## config.mk

```make
export PLATFORM = sky130hd
export DESIGN_NAME = alarm_controller
export DESIGN_NICKNAME = d
export VERILOG_FILES = /design/src/rtl/alarm_controller.sv
export SDC_FILE = /design/constraint.sdc
export NUM_CORES = 1
export LEC_CHECK = 0
export ABC_AREA = 0
export ABC_CLOCK_PERIOD_IN_PS = 2700
export CAP_MARGIN = 20
export CORE_ASPECT_RATIO = 1.75
export CORE_MARGIN = 1
export CORE_UTILIZATION = 30
export DETAILED_ROUTE_END_ITERATION = 8
export DONT_BUFFER_PORTS = 1
export HOLD_SLACK_MARGIN = 0.02
export MAX_ROUTING_LAYER = met4
export PLACE_DENSITY = 0.42
export SYNTH_ARGS = -nofsm -noshare
export SYNTH_HDL_FRONTEND = slang
export SYNTH_SLANG_ARGS = --single-unit
```

## constraint.sdc

```tcl
create_clock -name clk -period 2.7 [get_ports clk]
set_input_delay 0.405 -clock clk [delete_from_list [all_inputs] [get_ports clk]]
set_output_delay 0.405 -clock clk [all_outputs]
set_load 0.01 [all_outputs]
```

## src/rtl/alarm_controller.sv

```systemverilog
// -----------------------------------------------------------------------------
// alarm_controller
// Holds a BCD HH:MM alarm time, compares it with the running clock digits and
// drives a blinking alarm output on the rising edge of a match until silenced,
// disabled, overridden by set mode or timed out. Stored alarm digits are
// exported so the display path can show them while the alarm is being set.
// -----------------------------------------------------------------------------
`timescale 1ns/1ps

module alarm_controller #(
  parameter int ALARM_DURATION = 600,
  parameter int BLINK_PERIOD   = 5
) (
  input  logic       clk,
  input  logic       reset,
  input  logic       tick,
  input  logic [1:0] time_h_t,
  input  logic [3:0] time_h_u,
  input  logic [2:0] time_m_t,
  input  logic [3:0] time_m_u,
  input  logic [2:0] time_s_t,
  input  logic [3:0] time_s_u,
  input  logic       set_alarm,
  input  logic       min_inc,
  input  logic       hour_inc,
  input  logic       alarm_enable,
  input  logic       alarm_off,
  output logic [1:0] alarm_h_t,
  output logic [3:0] alarm_h_u,
  output logic [2:0] alarm_m_t,
  output logic [3:0] alarm_m_u,
  output logic       alarm_out,
  output logic       alarm_active,
  output logic       setting
);

  // Counter widths sized to hold the terminal values themselves.
  localparam int DUR_W = $clog2(ALARM_DURATION + 1);
  localparam int BLK_W = $clog2(BLINK_PERIOD + 1);

  typedef enum logic [1:0] {
    ST_IDLE    = 2'd0,
    ST_SET     = 2'd1,
    ST_RINGING = 2'd2
  } state_t;

  state_t           state_r;
  logic [DUR_W-1:0] dur_r;
  logic [BLK_W-1:0] phase_r;
  logic             match_d_r;

  logic             match_s;
  logic             trigger_s;
  logic [DUR_W-1:0] dur_next_s;
  logic [BLK_W-1:0] phase_next_s;
  logic             dur_done_s;
  logic             phase_done_s;
  logic [6:0]       min_next_s;
  logic [5:0]       hour_next_s;

  // Next BCD minute 00..59, wrapping to 00 without carrying into hours.
  function automatic logic [6:0] next_minute(input logic [2:0] m_t,
                                             input logic [3:0] m_u);
    logic [6:0] r;
    if (m_u == 4'd9) begin
      if (m_t == 3'd5) begin
        r = {3'd0, 4'd0};
      end else begin
        r = {m_t + 3'd1, 4'd0};
      end
    end else begin
      r = {m_t, m_u + 4'd1};
    end
    return r;
  endfunction

  // Next BCD hour 00..23, wrapping to 00.
  function automatic logic [5:0] next_hour(input logic [1:0] h_t,
                                           input logic [3:0] h_u);
    logic [5:0] r;
    if ((h_t == 2'd2) && (h_u == 4'd3)) begin
      r = {2'd0, 4'd0};
    end else if (h_u == 4'd9) begin
      r = {h_t + 2'd1, 4'd0};
    end else begin
      r = {h_t, h_u + 4'd1};
    end
    return r;
  endfunction

  // Alarm time equals the running time exactly at the top of the minute.
  assign match_s = (alarm_h_t == time_h_t) && (alarm_h_u == time_h_u) &&
                   (alarm_m_t == time_m_t) && (alarm_m_u == time_m_u) &&
                   (time_s_t == 3'd0) && (time_s_u == 4'd0);

  // Only the first cycle of a match may start the alarm.
  assign trigger_s = match_s & ~match_d_r & alarm_enable & ~alarm_off & ~set_alarm;

  assign dur_next_s   = dur_r + DUR_W'(1);
  assign phase_next_s = phase_r + BLK_W'(1);
  assign dur_done_s   = (dur_next_s == DUR_W'(ALARM_DURATION));
  assign phase_done_s = (phase_next_s == BLK_W'(BLINK_PERIOD));
  assign min_next_s   = next_minute(alarm_m_t, alarm_m_u);
  assign hour_next_s  = next_hour(alarm_h_t, alarm_h_u);

  // Delayed match; resets high so a clock and alarm both at 00:00 do not ring.
  always_ff @(posedge clk or negedge reset) begin
    if (!reset) begin
      match_d_r <= 1'b1;
    end else begin
      match_d_r <= match_s;
    end
  end

  // Alarm FSM: set-mode editing, trigger, blink/timeout and silencing.
  always_ff @(posedge clk or negedge reset) begin
    if (!reset) begin
      state_r      <= ST_IDLE;
      alarm_h_t    <= 2'd0;
      alarm_h_u    <= 4'd0;
      alarm_m_t    <= 3'd0;
      alarm_m_u    <= 4'd0;
      alarm_out    <= 1'b0;
      alarm_active <= 1'b0;
      setting      <= 1'b0;
      dur_r        <= {DUR_W{1'b0}};
      phase_r      <= {BLK_W{1'b0}};
    end else if (set_alarm) begin
      // Set mode overrides everything, including an alarm that is ringing.
      state_r      <= ST_SET;
      alarm_out    <= 1'b0;
      alarm_active <= 1'b0;
      setting      <= 1'b1;
      dur_r        <= {DUR_W{1'b0}};
      phase_r      <= {BLK_W{1'b0}};
      if ((state_r == ST_SET) && tick) begin
        if (min_inc) begin
          {alarm_m_t, alarm_m_u} <= min_next_s;
        end else begin
          {alarm_m_t, alarm_m_u} <= {alarm_m_t, alarm_m_u};
        end
        if (hour_inc) begin
          {alarm_h_t, alarm_h_u} <= hour_next_s;
        end else begin
          {alarm_h_t, alarm_h_u} <= {alarm_h_t, alarm_h_u};
        end
      end
    end else begin
      case (state_r)
        ST_SET: begin
          state_r      <= ST_IDLE;
          alarm_out    <= 1'b0;
          alarm_active <= 1'b0;
          setting      <= 1'b0;
          dur_r        <= {DUR_W{1'b0}};
          phase_r      <= {BLK_W{1'b0}};
        end
        ST_IDLE: begin
          setting <= 1'b0;
          dur_r   <= {DUR_W{1'b0}};
          phase_r <= {BLK_W{1'b0}};
          if (trigger_s) begin
            state_r      <= ST_RINGING;
            alarm_out    <= 1'b1;
            alarm_active <= 1'b1;
          end else begin
            state_r      <= ST_IDLE;
            alarm_out    <= 1'b0;
            alarm_active <= 1'b0;
          end
        end
        ST_RINGING: begin
          setting <= 1'b0;
          if (alarm_off || !alarm_enable) begin
            state_r      <= ST_IDLE;
            alarm_out    <= 1'b0;
            alarm_active <= 1'b0;
            dur_r        <= {DUR_W{1'b0}};
            phase_r      <= {BLK_W{1'b0}};
          end else if (tick) begin
            if (dur_done_s) begin
              // Ring time exhausted: silence on the cycle after the last tick.
              state_r      <= ST_IDLE;
              alarm_out    <= 1'b0;
              alarm_active <= 1'b0;
              dur_r        <= {DUR_W{1'b0}};
              phase_r      <= {BLK_W{1'b0}};
            end else begin
              dur_r <= dur_next_s;
              if (phase_done_s) begin
                alarm_out <= ~alarm_out;
                phase_r   <= {BLK_W{1'b0}};
              end else begin
                phase_r   <= phase_next_s;
              end
            end
          end else begin
            state_r <= ST_RINGING;
          end
        end
        default: begin
          state_r      <= ST_IDLE;
          alarm_out    <= 1'b0;
          alarm_active <= 1'b0;
          setting      <= 1'b0;
          dur_r        <= {DUR_W{1'b0}};
          phase_r      <= {BLK_W{1'b0}};
        end
      endcase
    end
  end

endmodule

```

==> results.ini, run 1 <==
[global_route]
antenna_found_initial=0
grtUsageTotal=0.1633
overflow=0
grt_pass1_wl_um=7113
grt_max_degree=33
grt_pass1_vias=1518

[cells_and_area]
postLayoutCoreUtil=0.3556
fin_nets=224
fillers=593
final_cell_count_no_fill=269
area_growth_pct=13.56
antenna_cells=0
drive_gt1_frac=0.08808

[placed_design]
hpwl_um=3338
place_congestion=0.8395
port-buffer-count=0
dp.cells=259

[routing]
vias_per_cell=5.126
wl_per_cell_um=16.00
routed_wl_um=4303
drt_iter0_markers=37
vias=1379
route.detailed.drc=0
antenna_left=0
drt-pass1-iter-count=4

[synthesis]
yosysMostFrequentCell=dfrtp_1
synthTopCellsByArea=dfrtp_1 44%, xnor2_1 7.5%, nand2_1 5.5%
synthArstFlopShare=1.000
synthCells=186
yosys_most_used_dff=dfrtp_1
ys_warn_count=0
synth_top_cell_by_area=dfrtp_1
yosysUniqueCellTypes=43
syn_area_per_cell_um2=9.478
synth-seq-cells=32
syn_area_um2=1763
synth_commonest_cells=31 x dfrtp_1, 26 x nand2_1, 15 x xnor2_1, 12 x nor2_1, 12 x o21ai_0
synth.yosys.seq_area_share=0.4549
syn_nets=218
post-synth-top-area-fraction=0.4400
synth_edf_count=0

[floorplanning]
die_height_um=103.4
num_rows=36
die_area_um2=6199
die_width_um=59.95
coreArea_um2=5630
boundaryPins=44
initial_core_util=0.3131

[sta]
setup_violations=0
final.setup.tns_ns=0
layout_min_cycle_time_ns=2.152
drv_slew=0
grt_setup_unrepaired=false
relSlewSlack=0.6624
hold_viol_final=0
period_share=0.7969
fmaxAchievable_mhz=464.8
worstMarginPinSlew_ns=0.5054
finalClockSkew_ns=0.007772

[setup_path]
cpPeakStageDelay_ns=0.43
worstPathRequired_ns=2.93
critical_path_arrival_ns=2.38
crit_path_end_kind=flip-flop
cp_cell_sequence=ha_1 -> nand2_1 -> mux2_1 -> a32o_1 -> a21oi_2 -> o21ai_0 -> nand2_1
start_kind=flip-flop
cp_common_cell=nand2_1
worst-path-max-fanout=10
slowest_stage=dfrtp_1
worstSetupPathType=reg2reg

[run]
maxCapViolations=0

[clock_network]
clock_sink_count=32
cts_tree=yes
clock_latency_ns=0.29
clk_pin_slew_ns=0.07
cts.repair.resized=0
numCtsBuffers=5
ctsLongestPathBuffers=2
cts-root-buf=clkbuf_8
cts-htree-levels=2

[power]
peakVddDrop_v=0.0004146
p_leak_nw=0.8288
powerDensity_nw_per_um2=738.2

[worst_hold_path]
hold_class=in2reg

[outcome]
status=finished clean

## cells in the final DEF (no fill, tap or decap), types with 2 or more instances in the layout
master	instances
nor3_1	7
nor2_1	12
nand3b_1	2
nor4_1	2
a22o_1	7
a21o_1	3
a21oi_1	3
clkbuf_8	7
inv_1	8
o21ai_1	2
nand2b_1	5
xnor2_1	15
nand3_1	9
xor2_1	7
ha_1	4
o21ai_0	12
nand4_1	4
nand2_1	26
dfrtp_1	31
and3_1	2
## sequential cells by signal, indices dropped and copies added (netlist names)
signal        cells
dur_r            10
alarm_out         1
alarm_h_u         4
state_r           2
setting           1
alarm_m_t         3
match_d_r         1
alarm_h_t         2
alarm_m_u         4
alarm_active      1
phase_r           3
## critical path: cells and delay by family (launching register included)
family          cells  cell delay, ns
fa+ha+maj           1            0.26
flops               1            0.43
mux                 1            0.34
simple gates        2            0.27
compound gates      3            0.80
## cells by family after synthesis
group,share of synthesized area
mux,0.01277
buf+inv,0.02413
fa+ha+maj,0.02839
flops,0.4549
xor+xnor,0.1093
compound gates,0.1469
simple gates,0.2236
## worst paths after layout
path                                   startpoint                      to  slack, ns  cells after the start
max                          dur_r[0]$_DFFE_PN0P_    dur_r[6]$_DFFE_PN0P_       0.55                      7
min                                     set_alarm  state_r[0]$_DFFE_PN0P_       0.15                      0
max reg2reg                  dur_r[0]$_DFFE_PN0P_    dur_r[6]$_DFFE_PN0P_       0.55                      7
min reg2reg                phase_r[2]$_DFFE_PN0P_  phase_r[2]$_DFFE_PN0P_       0.50                      2
max in group asynchronous                   reset     match_d_r$_DFF_PN1_       1.89                      2
min in group asynchronous                   reset    dur_r[4]$_DFFE_PN0P_       0.55                      2
## report_power, final
part	total (mW)	internal [mW]	switching, mW
Sequential	0.729	0.551	0.178
Combinational	0.239	0.124	0.115
Clock	0.510	0.326	0.184
Total	1.48	1.00	0.477
## area by class of cell
type	instances	area, um2	area share
multi-input cells	143	918.4	0.4588
flip-flops and latches	32	802.0	0.4006
clock buffers	7	96.34	0.04812
well taps	76	95.09	0.04750
clock inverters	1	30.03	0.01500
repair buffers	2	30.03	0.01500
inverters	8	30.03	0.01500
## through the flow
step | total power [mW] | setup slack (ns) | area, um2 | hold slack, ns
2_1_floorplan | 0.8939 | 0.7566 | 1763 | 0.1094
6_report | 1.478 | 0.5485 | 2002 | 0.1459
4_1_cts | 1.505 | 0.5558 | 2002 | 0.1355
3_3_place_gp | 0.9661 | 0.6409 | 1846 | 0.1103
5_1_grt | 1.563 | 0.3980 | 2002 | 0.1252
3_5_place_dp | 0.9691 | 0.5687 | 1846 | 0.1103
## layer usage
metal | track usage | share of wire | wire length, um
met1 | 0.1585 | 0.37 | 1595
met2 | 0.2923 | 0.55 | 2368
met3 | 0.03856 | 0.051 | 218
met4 | 0.08408 | 0.028 | 119
met5 | - | 0 | 0
## what timing repair did
| item | CTS | global route |
|---|---|---|
| buffers inserted | 0 | 0 |
| hold buffers | 2 | 0 |
| endpoints found under the hold margin | 32 | 0 |
(Power assumes the default switching activity.)
==> inputs of run 2 (changes only) <==
Settings changed: ABC_CLOCK_PERIOD_IN_PS 2700 to 1860, PLACE_DENSITY 0.42 to 0.43.
Clock period 2.7 ns to 1.86 ns, I/O delays scaled along.
==> results.ini, run 2 (synthesis results as in run 1) <==
[outcome]
status=complete, but fails checks
violations=setup timing

[cells_and_area]
antenna_cells=0
top_regs=dur_r x10, alarm_h_u x4, alarm_m_u x4
regMostFlops=dur_r
largest_reg_flops=10
layout_commonest_cell=dfrtp_1
postLayoutCoreUtil=0.3889
area_growth_pct=24.20
layout_common_cells=29 x dfrtp_1, 25 x nand2_1, 18 x buf_4
fin_nets=246
fin_area_um2=2190
drive_gt1_frac=0.2047

[clock_network]
numCtsBuffers=5
cts-htree-levels=2
cts-root-buf=clkbuf_8
clock_latency_ns=0.28
clk_pin_slew_ns=0.07
clock_sink_count=32
cts_tree=yes
ctsLongestPathBuffers=2

[floorplanning]
initial_core_util=0.3131
coreArea_um2=5630
die_area_um2=6199
boundaryPins=44
die_width_um=59.95
die_height_um=103.4
num_rows=36

[run]
maxCapViolations=0

[global_route]
grt_max_degree=33
grtUsageTotal=0.1588
overflow=0
grt_pass1_wl_um=6989
grt_pass1_vias=1555
antenna_found_initial=0

[sta]
hold_viol_final=0
drv_slew=0
final.setup.tns_ns=-0.01139
finalClockSkew_ns=0.005628
final.setup.worst_slack_ns=-0.01139
worstMarginPinSlew_ns=0.3633
fmaxAchievable_mhz=534.4
setup_violations=1
grt_setup_unrepaired=true
relSlewSlack=0.7556
layout_min_cycle_time_ns=1.871
period_share=1.006

[setup_path]
worstSetupPathType=reg2reg
worst-path-max-fanout=3
crit_path_end_kind=flip-flop
worstPathRequired_ns=2.08
crit_start=dur_r[0]$_DFFE_PN0P_
start_kind=flip-flop
r2r-start=dur_r[0]$_DFFE_PN0P_
critical_path_arrival_ns=2.09

[worst_hold_path]
hold_class=in2reg
hold_start=min_inc

[power]
p_leak_nw=0.9413
fin_total_pwr_mw=2.038
peakVddDrop_v=0.0005340
powerDensity_nw_per_um2=930.8

[routing]
routed_wl_um=4459
wl_per_cell_um=15.32
vias_per_cell=5.158
drt-pass1-iter-count=4
route.detailed.drc=0
vias=1501
antenna_left=0
drt_iter0_markers=75

[placed_design]
place_area_um2=2002
port-buffer-count=0
place_congestion=0.8069
hpwl_um=3404

run 2: cell types whose count changed in the layout (fill, tap and decap cells not counted), moves of 2 or more:
cell      delta
dfrtp_2      +2
buf_4       +18
buf_6        +3
clkbuf_8     -2
clkbuf_1     +2
dfrtp_1      -2
run 2: layout make-up:
cell class | instances | area [um2]
fill | 581 | 3441
multi-input combinational | 143 | 969.7
sequential | 32 | 804.5
timing repair buffer | 24 | 209.0
tap | 76 | 95.09
clock buffer | 7 | 76.32
inverter | 8 | 30.03
clock inverter | 1 | 5.005
run 2: critical path: stages (launching register included):
cell      delay (ns)
dfrtp_1         0.43
ha_4            0.19
nand2_4         0.08
mux2_4          0.30
a32o_2          0.27
and2_4          0.15
a2111o_1        0.33
nand2_1         0.06
run 2: repair_timing:
action / 4_1_cts / 5_1_grt
pin swaps: 3 / 4
hold endpoints to repair: 34 / 0
buffers inserted: 0 / 1
setup endpoints to repair: 3 / 17
cloned: 0 / 0
resized for setup: 3 / 9
hold buffers: 3 / 0
run 2: metrics by stage:
step | hold WS [ns] | setup slack [ns] | std cells
CTS | 0.1325 | 0.002085 | 290
finish | 0.1398 | -0.01139 | 291
detailed placement | -0.01587 | -0.02273 | 279
global placement | -0.01543 | -0.004931 | 279
global route | 0.1358 | -0.08115 | 291
floorplan | -0.01659 | 0.006244 | 186
run 2: where the power goes:
group	switching (mW)	internal (mW)
clock network	0.257	0.263
logic	0.312	0.256
registers	0.148	0.803
run 2: final timing paths:
| path | endpoint | slack [ns] | cells after the start |
|---|---|---|---|
| max in group asynchronous | match_d_r$_DFF_PN1_ | 1.17 | 2 |
| setup reg to reg | phase_r[2]$_DFFE_PN0P_ | -0.01 | 7 |
| setup / recovery | phase_r[2]$_DFFE_PN0P_ | -0.01 | 7 |
| hold reg to reg | phase_r[2]$_DFFE_PN0P_ | 0.49 | 2 |
| hold / removal | alarm_m_u[0]$_DFFE_PN0P_ | 0.14 | 2 |
| min in group asynchronous | alarm_m_u[2]$_DFFE_PN0P_ | 0.45 | 2 |
run 2: per-layer routing:
metal  part of all wire  vias up  global-route usage
met2               0.56       50              0.2880
met4              0.045        0             0.09481
met3              0.050       14             0.03607
li1                   -      708                   -
met5                  0        -                   -
met1               0.35      729              0.1455
==> inputs of run 3 (changes only) <==
Settings changed: CAP_MARGIN 20 to not set.
==> results of run 3 <==
Final layout, timing and power as in run 2 (identical DEF).
